## config.mk

```make
export PLATFORM = sky130hd
export DESIGN_NAME = osd_ctm_trace_arbiter
export DESIGN_NICKNAME = d
export VERILOG_FILES = /design/src/rtl/osd_ctm_trace_arbiter.sv
export SDC_FILE = /design/constraint.sdc
export NUM_CORES = 1
export LEC_CHECK = 0
export ABC_AREA = 0
export BUFFER_PORTS_ARGS = -buffer_cell sky130_fd_sc_hd__buf_4
export CAP_MARGIN = 40
export CORE_UTILIZATION = 28
export CTS_CLUSTER_SIZE = 12
export DETAILED_ROUTE_END_ITERATION = 6
export GPL_TIMING_DRIVEN = 0
export PLACE_DENSITY = 0.53
export SETUP_SLACK_MARGIN = 0.4
export SYNTH_ARGS = -nofsm -noshare
export SYNTH_HDL_FRONTEND = slang
export SYNTH_SLANG_ARGS = --single-unit
```

## constraint.sdc

```tcl
create_clock -name clk -period 9.9 [get_ports clk]
set_input_delay 1.485 -clock clk [delete_from_list [all_inputs] [get_ports clk]]
set_output_delay 1.485 -clock clk [all_outputs]
set_load 0.02 [all_outputs]
```

## src/rtl/osd_ctm_trace_arbiter.sv

```systemverilog
`default_nettype none
// ============================================================================
//  Module   : osd_ctm_trace_arbiter
//  Purpose  : Merges NUM_PORTS CPU trace-exec streams onto one CTM trace
//             input. Each source has a small FIFO. A round-robin scheduler
//             forwards at most one event per cycle. Events that arrive while
//             their FIFO is full are dropped and counted. The next event
//             forwarded from that port carries an overflow flag and the count.
//  Ports    : clk, rst (async, active-low)
//             enable/in_valid/in_jal/in_jalr   : per-port bit vectors
//             in_pc/in_npc                     : per-port packed ADDR_WIDTH slices
//             trace_valid/pc/npc/jal/jalr      : registered event to the CTM
//             trace_src                        : index of the originating port
//             trace_ovf/trace_drops            : loss report for trace_src
//  Revision : 1.0 - initial release
// ============================================================================
module osd_ctm_trace_arbiter #(
    parameter int  NUM_PORTS  = 4,
    parameter int  ADDR_WIDTH = 32,
    parameter int  FIFO_DEPTH = 2,
    parameter int  CNT_WIDTH  = 8,
    localparam int SRC_WIDTH  = $clog2(NUM_PORTS)
) (
    input  logic                            clk,
    input  logic                            rst,
    input  logic [NUM_PORTS-1:0]            enable,
    input  logic [NUM_PORTS-1:0]            in_valid,
    input  logic [NUM_PORTS*ADDR_WIDTH-1:0] in_pc,
    input  logic [NUM_PORTS*ADDR_WIDTH-1:0] in_npc,
    input  logic [NUM_PORTS-1:0]            in_jal,
    input  logic [NUM_PORTS-1:0]            in_jalr,
    output logic                            trace_valid,
    output logic [ADDR_WIDTH-1:0]           trace_pc,
    output logic [ADDR_WIDTH-1:0]           trace_npc,
    output logic                            trace_jal,
    output logic                            trace_jalr,
    output logic [SRC_WIDTH-1:0]            trace_src,
    output logic                            trace_ovf,
    output logic [CNT_WIDTH-1:0]            trace_drops
);

    localparam int                       c_PTR_WIDTH  = $clog2(FIFO_DEPTH);
    localparam int                       c_FILL_WIDTH = c_PTR_WIDTH + 1;
    localparam int                       c_PAY_WIDTH  = 2 * ADDR_WIDTH + 2;
    localparam logic [c_FILL_WIDTH-1:0]  c_DEPTH      = c_FILL_WIDTH'(FIFO_DEPTH);
    localparam logic [CNT_WIDTH-1:0]     c_DROP_MAX   = '1;
    localparam logic [SRC_WIDTH-1:0]     c_LAST_PORT  = SRC_WIDTH'(NUM_PORTS - 1);

    // Per-port FIFO state. Payload layout: {pc, npc, jal, jalr}.
    logic [c_PAY_WIDTH-1:0]  r_mem      [NUM_PORTS][FIFO_DEPTH];
    logic [c_PTR_WIDTH-1:0]  r_wr_ptr   [NUM_PORTS];
    logic [c_PTR_WIDTH-1:0]  r_rd_ptr   [NUM_PORTS];
    logic [c_FILL_WIDTH-1:0] r_fill     [NUM_PORTS];
    logic [CNT_WIDTH-1:0]    r_drop_cnt [NUM_PORTS];
    logic [NUM_PORTS-1:0]    r_ovf_pending;
    logic [SRC_WIDTH-1:0]    r_last_grant;

    logic [NUM_PORTS-1:0]    w_nonempty;
    logic [NUM_PORTS-1:0]    w_pop;
    logic [NUM_PORTS-1:0]    w_push;
    logic [NUM_PORTS-1:0]    w_drop;
    logic                    w_grant;
    logic [SRC_WIDTH-1:0]    w_grant_idx;
    logic [c_PAY_WIDTH-1:0]  w_head;

    // Port index 'off' positions after 'base', wrapping at NUM_PORTS.
    function automatic logic [SRC_WIDTH-1:0] rr_index(input logic [SRC_WIDTH-1:0] base,
                                                      input int off);
        int sum;
        sum = (int'(base) + off) % NUM_PORTS;
        return SRC_WIDTH'(sum);
    endfunction

    always_comb begin
        w_nonempty = '0;
        for (int i = 0; i < NUM_PORTS; i++) begin
            w_nonempty[i] = (r_fill[i] != '0);
        end
    end

    // Round-robin search starting one past the last granted port; the last
    // granted port is visited last (off = NUM_PORTS).
    always_comb begin
        w_grant     = 1'b0;
        w_grant_idx = '0;
        for (int off = 1; off <= NUM_PORTS; off++) begin
            if (!w_grant && w_nonempty[rr_index(r_last_grant, off)]) begin
                w_grant     = 1'b1;
                w_grant_idx = rr_index(r_last_grant, off);
            end
        end
    end

    // A full FIFO still accepts a new event in the cycle its head is popped,
    // so a drop and a pop can never coincide on the same port.
    always_comb begin
        w_pop  = '0;
        w_push = '0;
        w_drop = '0;
        for (int i = 0; i < NUM_PORTS; i++) begin
            w_pop[i]  = w_grant && (w_grant_idx == SRC_WIDTH'(i));
            w_push[i] = in_valid[i] && enable[i] && ((r_fill[i] < c_DEPTH) || w_pop[i]);
            w_drop[i] = in_valid[i] && enable[i] && !w_push[i];
        end
    end

    assign w_head = r_mem[w_grant_idx][r_rd_ptr[w_grant_idx]];

    // Storage needs no reset: fill counts gate every read.
    always_ff @(posedge clk) begin
        for (int i = 0; i < NUM_PORTS; i++) begin
            if (w_push[i]) begin
                r_mem[i][r_wr_ptr[i]] <= {in_pc[i*ADDR_WIDTH +: ADDR_WIDTH],
                                          in_npc[i*ADDR_WIDTH +: ADDR_WIDTH],
                                          in_jal[i], in_jalr[i]};
            end
        end
    end

    always_ff @(posedge clk or negedge rst) begin
        if (!rst) begin
            for (int i = 0; i < NUM_PORTS; i++) begin
                r_wr_ptr[i]   <= '0;
                r_rd_ptr[i]   <= '0;
                r_fill[i]     <= '0;
                r_drop_cnt[i] <= '0;
            end
            r_ovf_pending <= '0;
            r_last_grant  <= c_LAST_PORT;
            trace_valid   <= 1'b0;
            trace_pc      <= '0;
            trace_npc     <= '0;
            trace_jal     <= 1'b0;
            trace_jalr    <= 1'b0;
            trace_src     <= '0;
            trace_ovf     <= 1'b0;
            trace_drops   <= '0;
        end else begin
            for (int i = 0; i < NUM_PORTS; i++) begin
                if (w_push[i]) begin
                    r_wr_ptr[i] <= r_wr_ptr[i] + c_PTR_WIDTH'(1);
                end
                if (w_pop[i]) begin
                    r_rd_ptr[i] <= r_rd_ptr[i] + c_PTR_WIDTH'(1);
                end
                case ({w_push[i], w_pop[i]})
                    2'b10:   r_fill[i] <= r_fill[i] + c_FILL_WIDTH'(1);
                    2'b01:   r_fill[i] <= r_fill[i] - c_FILL_WIDTH'(1);
                    default: r_fill[i] <= r_fill[i];
                endcase

                // Reporting the loss consumes the count; a drop in that same
                // cycle starts a fresh count of one.
                if (w_pop[i] && r_ovf_pending[i]) begin
                    r_drop_cnt[i]    <= w_drop[i] ? CNT_WIDTH'(1) : '0;
                    r_ovf_pending[i] <= w_drop[i];
                end else if (w_drop[i]) begin
                    if (r_drop_cnt[i] != c_DROP_MAX) begin
                        r_drop_cnt[i] <= r_drop_cnt[i] + CNT_WIDTH'(1);
                    end
                    r_ovf_pending[i] <= 1'b1;
                end
            end

            trace_valid <= w_grant;
            if (w_grant) begin
                r_last_grant <= w_grant_idx;
                {trace_pc, trace_npc, trace_jal, trace_jalr} <= w_head;
                trace_src   <= w_grant_idx;
                trace_ovf   <= r_ovf_pending[w_grant_idx];
                trace_drops <= r_ovf_pending[w_grant_idx] ? r_drop_cnt[w_grant_idx] : '0;
            end
        end
    end

endmodule
`default_nettype wire

```

==> impl_metrics.json <==
{
  "status": "finished clean",
  "dpl.hpwl_um": 69100,
  "cp.required_ns": 10.21,
  "clock-sinks": 660,
  "clk_pin_slew_ns": 0.06,
  "num-fill-cells": 8955,
  "cts_tree": "done",
  "io_pins": 352,
  "grt.overflow.total": 0,
  "grt_setup_unrepaired": "no",
  "grt_pass1_vias": 19300,
  "yosysSeqAreaShare_pct": 72.1,
  "synth_nets": 2141,
  "maxSlewHeadroom_pct": 38.5,
  "synth_top_cell_area_share_pct": 59.6,
  "io_buffers": 351,
  "grt_usage_pct": 19.5,
  "clockRootBuffer": "clkbuf_16",
  "ant_nets": 0,
  "antenna_found_initial": 21,
  "drcViolationCount": 0,
  "die-area_sq_um": 96200,
  "p_leak_nw": 11.9,
  "rows": 112,
  "numCtsBuffers": 77,
  "yosysMostFrequentCell": "edfxtp_1",
  "crit_path_end_kind": "flop",
  "min_period_ns": 4.22,
  "routabilityCongestion": 0.854,
  "post_cts_resized": 0,
  "regArea_sq_um": 19200,
  "cp_slowest_stage_delay_ns": 0.52,
  "yosys.area.top_type": "edfxtp_1",
  "critical_path.most_common_cell": "clkbuf_1",
  "ctsHtreeMaxLevel": 3,
  "vias_per_cell": 5.24,
  "drt_first_pass_iters": 6,
  "min_path_type": "reg2reg",
  "power_density_nw_per_um2": 364,
  "cts-hold-fix-buffers": 0,
  "clk_latency_ns": 0.65,
  "maxSlewViolCount": 0,
  "synth_common_cells": "edfxtp_1, dfrtp_1, nand2_1, clkbuf_1, nand3_1",
  "hold_viol": 0,
  "wl_um": 95600,
  "cts_buffer_depth": 3,
  "syn_area_per_cell_sq_um": 14.3,
  "async_reset_ff_share_pct": 20.0,
  "initial_utilization_pct": 28.4,
  "max_freq_ghz": 0.237,
  "period_share_pct": 42.7,
  "multi_input_area_sq_um": 6730,
  "setup_viol": 0,
  "drive_above_1_share_pct": 26.1,
  "worstPathMaxFanout": 21,
  "post_cts_buffers": 0,
  "worstSetupStartpointType": "flop",
  "peakVddDrop_uv": 202,
  "crit_chain": "clkbuf_1 > o41a_1 > or2_0 > buf_2 > or2_2 > clkbuf_1 > buf_8 > clkbuf_1 > nand2_1 > nand3_1 > nor2_4 > buf_12 > buf_12",
  "setup_tns_ns": 0,
  "ys.flop_type": "edfxtp_1",
  "drtIter0Drc": 1720,
  "die_h_um": 310,
  "final_util_pct": 36.4,
  "syn_inst": 1859,
  "area_delta_synth_final_pct": 28.2,
  "wl_per_cell_um": 26.2,
  "ys_types": 58,
  "num-nets-final": 2607,
  "syn_area_sq_um": 26600,
  "ys_top_cells_by_area": "edfxtp_1, dfrtp_1, o221a_2",
  "cp_slowest_cell": "o41a_1",
  "die_x_um": 310,
  "ys_ff_latch": 660,
  "max_slew.worst_pin.slew_ns": 0.922,
  "skew_ns": 0.0276,
  "arrival_ns": 4.54,
  "grt_pass1_wl_um": 134000,
  "yosysWarnings": 0,
  "vias": 19100,
  "maxCapViolations": 0,
  "core_sq_um": 93700,
  "grt_max_degree": 91,
  "critPathKind": "reg2reg",
  "synth_edf_count": 528
}
[cells by family after synthesis]
family                   count (synthesis)  synth area share (%)
AO/OA/AOI/OAI                          531                  14.6
XOR/XNOR                                41                  1.35
adder cells (fa/ha/maj)                  8                 0.376
buffers and inverters                  181                  2.85
flip-flops                             660                  72.1
multiplexers                             4                 0.165
AND/OR/NAND/NOR                        434                  8.58
[power breakdown]
group	leakage [nW]	switching [mW]	internal [mW]
combinational	4.24	3.71	1.86
sequential	6.42	0.293	3.63
clock	1.28	1.16	1.76
total	11.9	5.17	7.25
[worst max-delay path: cells and delay by family, from the launching register on]
kind | cells | cell delay [ns]
flops | 1 | 0.36
simple gates | 5 | 1.32
compound gates | 1 | 0.52
buf+inv | 7 | 1.63
[final timing paths]
path / start / endpoint / slack, ns / cells past startpoint
min: trace_src[1] / trace_src[1] / 0.48 / 2
max: r_fill[4] / r_mem[2][115] / 5.68 / 13
max in group asynchronous: rst / trace_npc[4] / 8.21 / 2
max reg2reg: r_fill[4] / r_mem[2][115] / 5.68 / 13
min reg2reg: trace_src[1] / trace_src[1] / 0.48 / 2
min in group asynchronous: rst / trace_drops[4] / 0.76 / 1
[placed cells by master (no fill, tap or decap), drive strengths merged, types with 8 or more instances in the layout]
cell type	n
nor3	72
clkinv	23
xnor2	36
bufinv	8
a21oi	79
nand3	98
dfrtp	130
o21ai	78
nand2	121
o32ai	66
clkbuf	217
o221a	66
a211oi	75
inv	21
nor2	43
buf	442
o31ai	66
nor4b	66
a32o	8
ha	8
o22ai	66
edfxtp	528
[per-layer routing]
metal | share of wire, % | GRT usage [%] | vias to the layer above
met5 | 0.26 | 0 | -
met4 | 2.3 | 5.50 | 36
met3 | 8.8 | 5.88 | 157
met2 | 49 | 32.6 | 826
met1 | 40 | 24.2 | 9704
li1 | - | - | 8400
[registers in the layout, summed over array words and instances, names as in the netlist]
register       cells
r_fill             8
trace_npc         32
trace_valid        1
trace_ovf          1
r_last_grant       2
r_rd_ptr           4
trace_pc          32
trace_drops        8
r_ovf_pending      4
r_wr_ptr           4
trace_jal          1
r_drop_cnt        32
trace_src          2
r_mem            528
trace_jalr         1
[metrics by stage]
step                      cells  instance area, sq um  hold slack [ns]  worst slack, ns  total power, mW
final                      3646                 34100            0.477             5.68             12.4
after floorplan            1859                 26600            0.456             4.48             7.19
after detailed placement   3500                 31500            0.471             5.64             9.57
after global routing       3646                 34100            0.503             5.49             13.0
after global placement     3464                 30800            0.464            0.346             9.39
after CTS                  3643                 34100            0.485             5.60             12.5
[cell type report]
class / instances / area share [%]
Clock buffer: 107 / 6.43
Inverter: 16 / 0.176
Tap cell: 1254 / 4.60
Clock inverter: 36 / 1.17
Multi-Input combinational cell: 1018 / 19.7
Antenna cell: 3 / 0.0220
Sequential cell: 660 / 56.2
Timing Repair Buffer: 387 / 9.60
Buffer: 165 / 2.04
(Power assumes the default switching activity.)
